## src/rtl/noc_pkg.sv

```systemverilog
// Shared NoC definitions used by the request and response buffering blocks.
//   REQ_VALID_BIT  : position of the request-valid bit inside a request word
//   NOC_REQ_WIDTH  : default request word width
//   NOC_FIFO_DEPTH : default NoC FIFO depth, common to request and response sides
package noc_pkg;

  localparam int REQ_VALID_BIT  = 0;
  localparam int NOC_REQ_WIDTH  = 16;
  localparam int NOC_FIFO_DEPTH = 8;

endpackage

```

## src/rtl/noc_fifo_mem.sv

```systemverilog
// DEPTH x WIDTH register array: synchronous write port, asynchronous read port.
// Storage is not reset; occupancy tracking lives in the owning FIFO.
// Ports:
//   clk   : write clock
//   we    : write enable
//   waddr : write address
//   wdata : write data
//   raddr : read address
//   rdata : read data (combinational from raddr)
module noc_fifo_mem #(
  parameter int WIDTH = 16,
  parameter int DEPTH = 8,
  parameter int PTR_W = $clog2(DEPTH)
) (
  input  logic             clk,
  input  logic             we,
  input  logic [PTR_W-1:0] waddr,
  input  logic [WIDTH-1:0] wdata,
  input  logic [PTR_W-1:0] raddr,
  output logic [WIDTH-1:0] rdata
);

  logic [WIDTH-1:0] mem [DEPTH];

  always_ff @(posedge clk) begin
    if (we) begin
      mem[waddr] <= wdata;
    end
  end

  assign rdata = mem[raddr];

endmodule

```

## src/rtl/noc_req_fifo.sv

```systemverilog
// Request injection buffer between a requester and the NoC router port.
// Words are stored verbatim and drained in order through a valid/ready
// handshake with show-ahead output. Overflow attempts set a sticky flag.
// Ports:
//   clk         : clock
//   reset       : synchronous active-high reset
//   write       : push strobe from the requester
//   dataIn      : request word to push
//   full        : occupancy == DEPTH (registered count only)
//   almost_full : occupancy >= DEPTH-1 (registered count only)
//   out_data    : head entry, zero when empty
//   out_valid   : FIFO not empty
//   out_ready   : router takes the head entry this cycle
//   count       : current occupancy
//   overflow    : sticky, set when a push is dropped
module noc_req_fifo
  import noc_pkg::*;
#(
  parameter int WIDTH = NOC_REQ_WIDTH,
  parameter int DEPTH = NOC_FIFO_DEPTH,
  localparam int PTR_W = $clog2(DEPTH)
) (
  input  logic             clk,
  input  logic             reset,
  input  logic             write,
  input  logic [WIDTH-1:0] dataIn,
  output logic             full,
  output logic             almost_full,
  output logic [WIDTH-1:0] out_data,
  output logic             out_valid,
  input  logic             out_ready,
  output logic [PTR_W:0]   count,
  output logic             overflow
);

  localparam logic [PTR_W:0] CNT_FULL   = (PTR_W+1)'(DEPTH);
  localparam logic [PTR_W:0] CNT_ALMOST = (PTR_W+1)'(DEPTH - 1);

  logic [PTR_W-1:0] wr_ptr;
  logic [PTR_W-1:0] rd_ptr;
  logic [WIDTH-1:0] rd_data;
  logic             pop;
  logic             push_ok;

  // Flags come from the registered count only so the requester's blocking
  // rule sees a stable value for the whole cycle.
  assign full        = (count == CNT_FULL);
  assign almost_full = (count >= CNT_ALMOST);
  assign out_valid   = (count != '0);

  assign pop     = out_valid & out_ready;
  // A pop in the same cycle frees the slot, so a full FIFO can still accept.
  assign push_ok = write & (~full | pop);

  // Empty FIFO presents zero rather than a stale word.
  assign out_data = out_valid ? rd_data : '0;

  noc_fifo_mem #(
    .WIDTH (WIDTH),
    .DEPTH (DEPTH),
    .PTR_W (PTR_W)
  ) u_mem (
    .clk   (clk),
    .we    (push_ok),
    .waddr (wr_ptr),
    .wdata (dataIn),
    .raddr (rd_ptr),
    .rdata (rd_data)
  );

  always_ff @(posedge clk) begin
    if (reset) begin
      wr_ptr   <= '0;
      rd_ptr   <= '0;
      count    <= '0;
      overflow <= 1'b0;
    end else begin
      if (push_ok) begin
        wr_ptr <= wr_ptr + 1'b1;
      end
      if (pop) begin
        rd_ptr <= rd_ptr + 1'b1;
      end
      case ({push_ok, pop})
        2'b10:   count <= count + 1'b1;
        2'b01:   count <= count - 1'b1;
        default: count <= count;
      endcase
      if (write & full & ~pop) begin
        overflow <= 1'b1;
      end
    end
  end

endmodule

```

## config.mk

```make
export PLATFORM = sky130hd
export DESIGN_NAME = noc_req_fifo
export DESIGN_NICKNAME = d
export VERILOG_FILES = /design/src/rtl/noc_pkg.sv /design/src/rtl/noc_fifo_mem.sv /design/src/rtl/noc_req_fifo.sv
export SDC_FILE = /design/constraint.sdc
export NUM_CORES = 1
export LEC_CHECK = 0
export BUFFER_PORTS_ARGS = -buffer_cell sky130_fd_sc_hd__buf_4
export CORE_UTILIZATION = 45
export DETAILED_ROUTE_END_ITERATION = 12
export PLACE_DENSITY = 0.73
export SYNTH_ARGS = -nofsm -noshare
export SYNTH_HDL_FRONTEND = slang
export SYNTH_HIERARCHICAL = 1
export SYNTH_SLANG_ARGS = --single-unit
```

## constraint.sdc

```tcl
create_clock -name clk -period 7 [get_ports clk]
set_input_delay 0.35 -clock clk [delete_from_list [all_inputs] [get_ports clk]]
set_output_delay 0.35 -clock clk [all_outputs]
set_load 0.02 [all_outputs]
```

==> results.txt <==
floorplan row count = 40
drt total wl = 10100 microns
Slew Limit Fails = 0
post-placement cell area = 6260 sq um
WS Path Type = reg2out
post-layout net count = 368
CTS clock-pin slew for the worst setup and hold paths = 60 ps
CTS root buf = clkbuf_16
chip height = 115 microns
Tmin final = 3030 ps
drt pass-1 iters = 4
top cells by area, synth = edfxtp_1 (67%), mux4_1 (13%), dfxtp_1 (3.8%)
#FFs+latches synth = 139
CTS Buf Count = 17
Synth async-reset ratio = 0
Reg2Reg Depth = 6
post-synth top area cell = edfxtp_1
first-pass GRT wire length = 15900 microns
port bufs = 43
critical path startpoint category = register
initial antenna violation count = 0
top cell type's share of synthesized area = 0.667
Area Growth Syn to Fin = 18.9%
Worst Tran Pin Value = 1040 ps
Initial Utilization = 0.470
Routed Antenna Nets = 0
clk_skew = 15.3 ps
Hold Crit Endpoint = u_mem/mem[4][9]
GRT Util Overall = 0.169
Clock Sinks = 139
leakage = 2.35 nW
Vias/cell = 5.35
grt ovf = 0
worst hold start = dataIn[9]
Seq/Total Area, Yosys = 0.705
post_cts resized = 0
r2r endpoint = u_mem/mem[5][2]
layout cell share with drive strength beyond 1 = 0.313
Commonest cells post-synth = edfxtp_1 (128), mux4_1 (28), nor2_1 (22), and2_1 (16), mux2_2 (16)
clock network latency to the later pin of the worst-skew pair = 410 ps
P_int = 1.77 mW
clock power share = 0.352
Warnings, synthesis = 6
Layout Cells excl Fill = 526
max-cap check violation count = 0
ys flop type = edfxtp_1
postcts setup bufs = 0
EDFF count, synth = 128
pwr dens = 361 nW/um^2
Post-Syn Nets = 314
width of the chip = 115 microns
Fmax achieved = 0.330 GHz
RR Startpoint = count[2]
cts hold-fix bufs = 0
core area = 12300 sq um
# IOs = 44
crit path max fanout = 34
DR iter-0 viols = 201
Fin. Hold Viols = 0
post-synthesis cell area = 5760 sq um
Slew Limit Headroom = 0.305
Setup crit end kind = output pin
Comb power frac = 0.233
CTS H-tree lvls = 4
DP Wirelength = 5950 microns
vias post-DR = 2815
most frequent cell after synthesis = edfxtp_1
Syn Area/Cell = 19.8 sq um
worst hold path class = in2reg
Arrival @ worst endpoint = 2680 ps
die area = 13300 sq um
Max rail drop VDD = 308 uV
Netlist cell types = 36
vias in the first global route = 2866
period utilization = 0.433
run status = completed
Sw Share = 0.284
design area = 6850 sq um
CP required = 6650 ps
CTS tree = done
placed cells = 494
hold path cells = 1
RSZ-0062 raised after global routing = no
pin count of the biggest net entering global routing = 35
gpl congestion = 0.691
Flop pwr share = 0.415
final setup fails = 0
Psw = 0.702 mW
# diodes = 0
routed length per instance = 19.2 microns
R2R Setup Slk = 4430 ps
DRC = 0
cell count after synthesis = 291
Setup TNS = 0 ps
Max Root-Sink Buffers = 2
## sequential cells by signal, indices dropped and copies added (netlist names)
register	count
u_mem/mem	128
count	4
rd_ptr	3
wr_ptr	3
overflow	1
## worst max-delay path: stages (launching register included)
cell and delay (ps):
dfxtp_2 1010, mux4_1 670, mux2_2 300, and2_1 140
buf_4 150
## power by group through the flow
stage,logic (mW),clock network (mW),registers [mW]
2_1_floorplan,0.465,0,0.982
3_3_place_gp,0.577,0,1.05
3_5_place_dp,0.583,0,1.05
4_1_cts,0.587,0.887,1.03
5_1_grt,0.620,0.923,1.04
6_report,0.576,0.871,1.03
## layer usage
| layer | global-route usage | wire length (microns) | vias to the layer above |
|---|---|---|---|
| met5 | 0 | 0 | - |
| met4 | 0.0519 | 70 | 0 |
| met3 | 0.0517 | 523 | 6 |
| met2 | 0.277 | 5070 | 69 |
| met1 | 0.219 | 4430 | 1446 |
| li1 | - | - | 1294 |
## per-stage QoR
stage	setup slack, ps	utilization	hold slack (ps)	power [mW]
floorplan	4360	-	449	1.45
global placement	4350	0.511	458	1.62
detailed placement	4370	0.511	461	1.63
CTS	3880	0.559	159	2.50
global route	3820	0.559	162	2.58
finish	3970	0.559	171	2.47
## cell families (layout without fill, tap and decap cells)
family	count (synthesis)	in the layout	synth area share
flip-flops	139	139	0.705
AO/OA/AOI/OAI	11	11	0.0228
buffers and inverters	20	87	0.0213
AND/OR/NAND/NOR	61	61	0.0554
XOR/XNOR	7	7	0.0106
adder cells (fa/ha/maj)	3	3	0.00652
multiplexers	50	50	0.178
## how the worst max path moves through the flow
stage / start / end / slack (ps)
floorplan: count[2] / u_mem/mem[0][0] / 4360
global placement: rd_ptr[0] / out_data[12] / 4350
detailed placement: rd_ptr[0] / out_data[11] / 4370
CTS: rd_ptr[0] / out_data[9] / 3880
global route: rd_ptr[0] / out_data[11] / 3820
finish: rd_ptr[0] / out_data[9] / 3970
## area by class of cell
class,instances,area (sq um)
fillers,929,5410
flip-flops and latches,139,4070
multi-input cells,132,1590
clock buffers,17,425
repair buffers,52,390
well taps,168,210
clock inverters,15,163
inverters,3,11.3
## layout by cell type, fill, tap and decap left out, types with 2 or more instances in the layout
| cell type | instances |
|---|---|
| mux4_2 | 4 |
| mux2i_1 | 2 |
| xnor2_1 | 3 |
| bufinv_16 | 2 |
| and2_1 | 16 |
| xor2_1 | 4 |
| o221ai_1 | 2 |
| inv_1 | 3 |
| clkinvlp_4 | 3 |
| inv_6 | 5 |
| dfxtp_1 | 10 |
| mux2_2 | 16 |
| nand2b_1 | 6 |
| nor3_2 | 2 |
| clkbuf_16 | 17 |
| clkinv_1 | 2 |
| nand2_1 | 6 |
| ha_1 | 3 |
| a21oi_1 | 2 |
| clkinv_4 | 2 |
| nor2_1 | 22 |
| nand3_1 | 3 |
| buf_4 | 52 |
| mux4_1 | 28 |
| edfxtp_1 | 128 |
No activity file was read; power rests on OpenSTA's default activity.
